==> config.mk <==
export PLATFORM = sky130hd
export DESIGN_NAME = uart_tx_ram
export DESIGN_NICKNAME = d
export VERILOG_FILES = /design/src/rtl/uart_pkg.sv /design/src/rtl/uart_tx_bit.sv /design/src/rtl/uart_tx_ram.sv
export SDC_FILE = /design/constraint.sdc
export NUM_CORES = 1
export LEC_CHECK = 0
export CORE_UTILIZATION = 40
export CTS_BUF_LIST = sky130_fd_sc_hd__clkbuf_16
export CTS_CLUSTER_DIAMETER = 30
export CTS_CLUSTER_SIZE = 24
export DETAILED_ROUTE_END_ITERATION = 12
export PLACE_DENSITY_LB_ADDON = 0.25
export SYNTH_ARGS = -nofsm -noshare
export SYNTH_HDL_FRONTEND = slang
export SYNTH_SLANG_ARGS = --single-unit
==> constraint.sdc <==
create_clock -name clk -period 2.11 [get_ports clk]
set_input_delay 0.633 -clock clk [delete_from_list [all_inputs] [get_ports clk]]
set_output_delay 0.633 -clock clk [all_outputs]
set_load 0.02 [all_outputs]
==> src/rtl/uart_pkg.sv <==
// Shared definitions for the RAM-playback UART transmit path.
package uart_pkg;
   localparam int unsigned UART_DATA_BITS       = 8;
   localparam int unsigned RAM_ADDR_W           = 3;
   localparam int unsigned DEFAULT_CLKS_PER_BIT = 5208;
   localparam int unsigned FRAME_BITS           = UART_DATA_BITS + 2;

   typedef enum logic [2:0] {
      IDLE      = 3'd0,
      FETCH     = 3'd1,
      LOAD      = 3'd2,
      START_BIT = 3'd3,
      DATA_BITS = 3'd4,
      STOP_BIT  = 3'd5,
      NEXT      = 3'd6
   } tx_state_t;
endpackage

==> src/rtl/uart_tx_bit.sv <==
// Baud counter and 10-bit 8N1 frame shifter; tx is registered from the shifter LSB.
module uart_tx_bit
   import uart_pkg::*;
#(
   parameter int unsigned CLKS_PER_BIT = DEFAULT_CLKS_PER_BIT
) (
   input  logic                      clk,
   input  logic                      rst,
   input  logic                      load,
   input  logic [UART_DATA_BITS-1:0] data_in,
   output logic                      tx,
   output logic                      bit_tick,
   output logic                      frame_done
);
   localparam int unsigned CNT_W = (CLKS_PER_BIT > 1) ? $clog2(CLKS_PER_BIT) : 1;
   localparam logic [CNT_W-1:0] CNT_LAST = CNT_W'(CLKS_PER_BIT - 1);
   localparam logic [3:0] BIT_LAST = 4'(FRAME_BITS - 1);

   logic [CNT_W-1:0]      baud_cnt;
   logic [3:0]            bit_cnt;
   logic [FRAME_BITS-1:0] frame;
   logic                  active;

   assign bit_tick   = active && (baud_cnt == CNT_LAST);
   assign frame_done = bit_tick && (bit_cnt == BIT_LAST);

   always_ff @(posedge clk) begin
      if (rst) begin
         baud_cnt <= '0;
         bit_cnt  <= '0;
         frame    <= '1;
         active   <= 1'b0;
         tx       <= 1'b1;
      end else begin
         // Shifter refills with ones, so tx idles high once the stop bit has gone out.
         tx <= frame[0];
         if (load) begin
            frame    <= {1'b1, data_in, 1'b0};
            baud_cnt <= '0;
            bit_cnt  <= '0;
            active   <= 1'b1;
         end else if (bit_tick) begin
            frame    <= {1'b1, frame[FRAME_BITS-1:1]};
            baud_cnt <= '0;
            bit_cnt  <= bit_cnt + 4'd1;
            if (bit_cnt == BIT_LAST) begin
               active <= 1'b0;
            end
         end else if (active) begin
            baud_cnt <= baud_cnt + CNT_W'(1);
         end
      end
   end
endmodule

==> src/rtl/uart_tx_ram.sv <==
// UART transmitter that plays a burst of bytes out of the receive-side RAM as 8N1 frames.
module uart_tx_ram
   import uart_pkg::*;
#(
   parameter int unsigned           CLKS_PER_BIT = DEFAULT_CLKS_PER_BIT,
   parameter int unsigned           NUM_BYTES    = 8,
   parameter logic [RAM_ADDR_W-1:0] START_ADDR   = '0
) (
   input  logic                      clk,
   input  logic                      rst,
   input  logic                      start,
   input  logic [UART_DATA_BITS-1:0] ram_rdata,
   output logic [RAM_ADDR_W-1:0]     ram_raddr,
   output logic                      ram_re,
   output logic                      tx,
   output logic                      busy,
   output logic                      done
);
   localparam logic [RAM_ADDR_W-1:0] LAST_CNT = RAM_ADDR_W'(NUM_BYTES - 1);

   tx_state_t             state, state_nxt;
   logic [RAM_ADDR_W-1:0] byte_cnt;
   logic [2:0]            bit_idx;
   logic                  last_byte;
   logic                  bit_tick;
   logic                  frame_done;

   assign last_byte = (byte_cnt == LAST_CNT);

   uart_tx_bit #(
      .CLKS_PER_BIT(CLKS_PER_BIT)
   ) u_tx_bit (
      .clk       (clk),
      .rst       (rst),
      .load      (state == LOAD),
      .data_in   (ram_rdata),
      .tx        (tx),
      .bit_tick  (bit_tick),
      .frame_done(frame_done)
   );

   always_comb begin
      state_nxt = state;
      case (state)
         IDLE:      if (start) state_nxt = FETCH;
         FETCH:     state_nxt = LOAD;
         LOAD:      state_nxt = START_BIT;
         START_BIT: if (bit_tick) state_nxt = DATA_BITS;
         DATA_BITS: if (bit_tick && (bit_idx == 3'd7)) state_nxt = STOP_BIT;
         STOP_BIT:  if (frame_done) state_nxt = NEXT;
         NEXT:      state_nxt = last_byte ? IDLE : FETCH;
         default:   state_nxt = IDLE;
      endcase
   end

   always_ff @(posedge clk) begin
      if (rst) begin
         state     <= IDLE;
         ram_raddr <= START_ADDR;
         ram_re    <= 1'b0;
         busy      <= 1'b0;
         done      <= 1'b0;
         byte_cnt  <= '0;
         bit_idx   <= '0;
      end else begin
         state <= state_nxt;
         // Strobe is registered from the next state so the RAM sees it while in FETCH.
         ram_re <= (state_nxt == FETCH);
         done   <= (state == NEXT) && last_byte;
         case (state)
            IDLE: begin
               if (start) begin
                  busy      <= 1'b1;
                  byte_cnt  <= '0;
                  ram_raddr <= START_ADDR;
               end
            end
            START_BIT: begin
               if (bit_tick) bit_idx <= '0;
            end
            DATA_BITS: begin
               if (bit_tick && (bit_idx != 3'd7)) bit_idx <= bit_idx + 3'd1;
            end
            NEXT: begin
               if (last_byte) begin
                  busy <= 1'b0;
               end else begin
                  byte_cnt  <= byte_cnt + RAM_ADDR_W'(1);
                  ram_raddr <= ram_raddr + RAM_ADDR_W'(1);
               end
            end
            default: ;
         endcase
      end
   end
endmodule

Yosys cells after proc, flatten, opt, wreduce, memory -nomap -nowiden:

Cells that the tools add are included.

* register bits after elaboration: 43
* input port bits: 11
* output and inout bits: 7
* logic and storage cells: 72

* add/sub/neg operators: 5
* equality and inequality tests: 17
* muxes and demuxes: 22
* reduce and logical (&&, ||, !) cells: 16

Operator list (count)
* 2-to-1 mux 3 bit: 9
* one-hot mux 3 bit (7 select lines): 1
* 2-to-1 mux 9 bit: 2
* one-hot mux 3 bit (2 select lines): 3
* == test 3 bit (second input constant): 5
* adder 13 x 1 -> 13 bit (second input constant): 1
* == test 13 bit (second input constant): 1
* != test 2 bit (second input constant): 5
* adder 3 x 1 -> 3 bit (second input constant): 3
* AND reduction 3 bit: 3
* nonzero test 2 bit: 4
* == test 3 x 1 -> 1 bit (second input constant): 2
* == test 3 x 2 -> 1 bit (second input constant): 2
* 2-to-1 mux 1 bit: 6
* logical AND 1 bit: 5
* adder 4 x 1 -> 4 bit (second input constant): 1
* == test 4 bit (second input constant): 1
* logical NOT 3 bit: 1
* != test 3 bit (second input constant): 1
* OR reduction 3 bit: 1
* one-hot mux 1 bit (2 select lines): 1
* AND reduction 2 bit: 1
* OR reduction 2 bit: 1

Logic depth before layout (Yosys ltp):

* word-level depth: 6
* mapped depth: 6
* mapped depth without buffers: 6

Modules after synthesis:

A second synthesis with hierarchy kept.

* cells, all modules: 229
* area total of the unflattened synthesis: 2037.0 µm²

Modules (own cells, without submodules)
* uart_tx_bit: times used 1, cells an instance 143, area each 1267.5 µm², seq. area each 560.5 µm²
* uart_tx_ram: times used 1, cells an instance 86, area each 769.5 µm², seq. area each 300.3 µm²

Least setup slack after synthesis:

OpenSTA, ideal clock, no wires.

* kind: input port to flip-flop
* from: input port rst
* to: register state[0]
* library setup time: 0.130 ns
* data arrival time: 1.553 ns
* required time: 1.980 ns
* setup slack: 0.427 ns
* stages on the path: 4
* buffers on the path: 3
* cell sequence: clkbuf_1 -> clkbuf_1 -> clkbuf_1 -> o22ai_1

RTL lines
* from (decl): RTL line uart_tx_ram.sv:10 `input logic rst,`
* to (signal assigned): RTL line uart_tx_ram.sv:66 `state <= state_nxt;`
* to (decl): RTL line uart_tx_ram.sv:21 `tx_state_t state, state_nxt;`

No word-level cell between the ends.

Worst setup path in the final report:

* from: register ram_raddr[0]
* to: output port ram_raddr[0]

RTL lines
* from (decl): RTL line uart_tx_ram.sv:13 `output logic [RAM_ADDR_W-1:0] ram_raddr,`
* from (signal assigned): RTL line uart_tx_ram.sv:89 `ram_raddr <= ram_raddr + RAM_ADDR_W'(1);`

No word-level cell between the ends.

==> qor.txt <==
CRITICAL PATH
-------------------------------------------------------------------------------------
Cell at the slowest stage of the critical path ......................... clkdlybuf4s50_1
Setup slack of the worst register-to-register path .....................       340 ps
Number of gates on the worst path with buffers counted .................            1
CP startpoint kind .....................................................     register
End point of the critical path ......................................... ram_raddr[0]
Ordered cell list for the critical path ................................ clkdlybuf4s50_1
Worst flop-to-flop path endpoint ....................................... u_tx_bit.bit_cnt[1]$_SDFFE_PP0P_
Number of buffer and inverter stages on the critical path ..............            1
Capturing element type of the critical path ............................ primary output
Data required time at the worst endpoint ...............................      1480 ps
Worst reg2reg path depth ...............................................            6
Crit-path leading delay family ......................................... buffers and inverters
Crit. Startpoint ....................................................... ram_raddr[0]$_SDFFE_PP0P_
Largest fanout on the critical path ....................................            4
Biggest cell delay along the critical path .............................       620 ps
Crit path arrival time .................................................      1280 ps
Worst r2r src .......................................................... u_tx_bit.baud_cnt[0]$_SDFFE_PP0P_
Crit Path Category .....................................................   reg -> out

STA
-------------------------------------------------------------------------------------
Maximum achievable frequency ...........................................    523.7 MHz
Crit path time final ...................................................      1910 ps
Post-route clock period utilization ....................................       90.50%
Actual slew at the worst max-slew pin ..................................     455.1 ps
Number of max-slew violations in the final report ......................            0
Unrepaired setup endpoints after global routing ........................           no
Min Hold Slack .........................................................     447.0 ps
Remaining max-slew budget at the tightest pin ..........................       69.62%
Fin. Hold Viols ........................................................            0
Final TNS setup ........................................................         0 ps
Setup clock skew after layout ..........................................     3.900 ps
Final setup violation count ............................................            0

ROUTE
-------------------------------------------------------------------------------------
Detailed-route DRC error count .........................................            0
Detailed-route wire length per cell ....................................     11.57 um
Final WL ...............................................................      3609 um
Total number of vias ...................................................         1582
Final antenna-violating net count ......................................            0
Post-detailed-route via-to-cell ratio ..................................        5.071
First drt pass iteration count .........................................            4
Iter 0 DRT Violations ..................................................           45

GLOBAL ROUTING
-------------------------------------------------------------------------------------
Antenna violations before repair .......................................            0
Total global routing overflow ..........................................            0
Vias in the first global route .........................................         1410
Overall routing resource usage .........................................       15.54%
Maximum number of pins on one net before global-route repair ...........           38
Global-route wire length before repair .................................      6354 um

LAYOUT
-------------------------------------------------------------------------------------
Total Nets Final .......................................................          263
Final antenna diode count ..............................................            0
Share of post-route cells with drive strength above 1 ..................       8.163%
Final instance area ....................................................     2441 um2
Post-synthesis to final-layout area growth .............................       18.89%

SYNTHESIS
-------------------------------------------------------------------------------------
Mean area per synthesized cell .........................................    9.085 um2
Library cells used by synthesis ........................................           42
Most used DFF post-synth ...............................................      dfxtp_1
Cell area after synthesis ..............................................     2053 um2
Share of synthesized registers carrying an async set or reset ..........           0%
Number of synthesized register bits ....................................           43
Portion of the post-synthesis area used by sequential elements .........       41.93%
Number of cells produced by synthesis ..................................          226
Yosys synthesis warning count ..........................................            0
Synth Net Count ........................................................          245
EDFF count, synth ......................................................            0

PLACE
-------------------------------------------------------------------------------------
Input/output buffers ...................................................           17
GPL Wtd Cong ...........................................................       0.7485
Half-perimeter wire length after placement .............................      2461 um
Cell area reported after detailed placement ............................     2305 um2

POWER AND IR DROP
-------------------------------------------------------------------------------------
Power per standard cell area ........................................... 703.9 nW/um2
Maximum VDD drop .......................................................    0.3575 mV
Net Sw Frac ............................................................       22.26%
Comb pwr share .........................................................         8.6%
Switch Pwr .............................................................     382.5 uW
Portion of total power attributed to the clock network .................        41.5%
Design Power ...........................................................      1718 uW
Internal power .........................................................      1336 uW
Fraction of power consumed by sequential logic .........................        50.0%
LEAKAGE ................................................................ 0.0009131 uW

FLOORPLANNING
-------------------------------------------------------------------------------------
Number of I/O pins .....................................................           18
Number of rows in the core area ........................................           25
Effective utilization at floorplan .....................................       42.62%
Total die area .........................................................     5424 um2
Die Span X .............................................................     73.65 um
Vertical die dimension .................................................     73.65 um
Placeable Area .........................................................     4817 um2

CLOCK TREE
-------------------------------------------------------------------------------------
Num CTS Buffers ........................................................            5
Number of sinks on the clock net .......................................           43
TritonCTS clock tree ...................................................        built
Clock network latency to the later pin of the worst-skew pair ..........       280 ps
Cts hold-fix bufs ......................................................            0
H-tree Lvls ............................................................            2
Buffers inserted by post-CTS timing repair .............................            0
Clock-pin slew of the registers on the worst-case setup and hold paths .        60 ps
Deepest clock path buffer count ........................................            2
Library cell used as clock root buffer .................................    clkbuf_16
Number of gates resized after cts ......................................            0

HOLD PATH
-------------------------------------------------------------------------------------
Type of the worst min-delay path .......................................   reg -> reg

OUTCOME
-------------------------------------------------------------------------------------
Status ................................................................. complete, no violations

JOB
-------------------------------------------------------------------------------------
Count of max-cap constraint violations .................................            0

## cell usage after synthesis, types with 2 or more instances
cell      count  share of area (%)
a211oi_1      2               0.73
or3_1         3               0.91
dfxtp_1      43                 42
nor3b_1       3                1.1
ha_1          8                4.9
xor2_1        5                2.1
nand2_1      16                2.9
nand3b_1      3                1.1
clkbuf_1      5               0.91
nand3_1       8                2.0
mux2i_1      11                5.4
nand4_1       4                1.2
o31a_1        6                2.6
o21ai_0       7                1.7
nor4_1        2               0.61
nor2_1       23                4.2
xnor2_1       8                3.4
nand2b_1      6                1.8
a21oi_1      12                2.9
and3_1        2               0.61
inv_1         6                1.1
or2_2         2               0.61
o22ai_1       2               0.61
a21o_1        2               0.73
buf_2         6                1.5
nor3_1       13                3.2
nor2b_1       3               0.91
## registers in the layout, indices dropped and copies added, names as in the netlist
signal,cells
bit_idx,3
busy,1
u_tx_bit.tx,1
byte_cnt,3
u_tx_bit.frame,9
u_tx_bit.active,1
done,1
ram_raddr,3
u_tx_bit.bit_cnt,4
ram_re,1
state,3
u_tx_bit.baud_cnt,13
## how the worst min path moves through the flow
stage / startpoint / end / slack (ps) / cells past startpoint
6_report: u_tx_bit.frame[0]$_SDFFE_PP1P_ / u_tx_bit.tx$_SDFF_PP1_ / 450 / 1
5_1_grt: u_tx_bit.frame[0]$_SDFFE_PP1P_ / u_tx_bit.tx$_SDFF_PP1_ / 480 / 1
4_1_cts: u_tx_bit.frame[0]$_SDFFE_PP1P_ / u_tx_bit.tx$_SDFF_PP1_ / 450 / 1
3_5_place_dp: u_tx_bit.frame[0]$_SDFFE_PP1P_ / u_tx_bit.tx$_SDFF_PP1_ / 440 / 1
3_3_place_gp: u_tx_bit.frame[0]$_SDFFE_PP1P_ / u_tx_bit.tx$_SDFF_PP1_ / 440 / 1
2_1_floorplan: u_tx_bit.frame[0]$_SDFFE_PP1P_ / u_tx_bit.tx$_SDFF_PP1_ / 420 / 1
## cell usage in the layout, fill, tap and decap left out, drive strengths merged, types with 4 or more instances in the layout
cell	count
nor3b	4
clkbuf	5
nand3	8
xnor2	8
nor3	13
dfxtp	43
mux2i	11
xor2	5
clkdlybuf4s50	17
nor2	23
nand4	5
buf	6
o21ai	7
ha	8
nand2	16
a21oi	13
o31a	6
nand2b	6
inv	7
## kinds of logic (layout without fill, tap and decap cells)
family,Yosys count,in the layout,share of synthesized area (%)
simple gates,96,96,26.14
flops,43,43,41.93
compound gates,37,37,12.13
buf+inv,18,37,4.022
xor+xnor,13,13,5.545
mux,11,11,5.363
fa+ha+maj,8,8,4.875
## layer usage
layer | vias up | global-route usage, % | wire (um)
met4 | 0 | 8.974 | 75
met3 | 5 | 3.704 | 136
li1 | 833 | - | -
met5 | - | 0 | 0
met2 | 28 | 23.55 | 1690
met1 | 716 | 20.12 | 1707
## cell type report
class                           count  area, um2
Clock buffer                        5      125.1
Sequential cell                    43      860.8
Inverter                            6      22.52
Multi-Input combinational cell    165       1110
Fill cell                         476       2376
Tap cell                           67      83.83
Timing Repair Buffer               23      227.7
Clock inverter                      3      11.26
## per-stage QoR
step	setup WS (ps)	std cells	utilization [%]
2_1_floorplan	426.7	226	-
3_5_place_dp	-76.31	304	47.84
6_report	200.4	312	50.68
5_1_grt	135.5	312	50.68
4_1_cts	182.5	312	50.68
3_3_place_gp	-47.67	304	47.84
## power by group through the flow
stage	clock network, uW	registers (uW)	logic, uW
3_5_place_dp	0	877	149
4_1_cts	740	859	150
2_1_floorplan	0	869	98.6
6_report	712	859	147
3_3_place_gp	0	876	148
5_1_grt	769	862	165
Note: power is estimated with default switching activity, not from simulation.
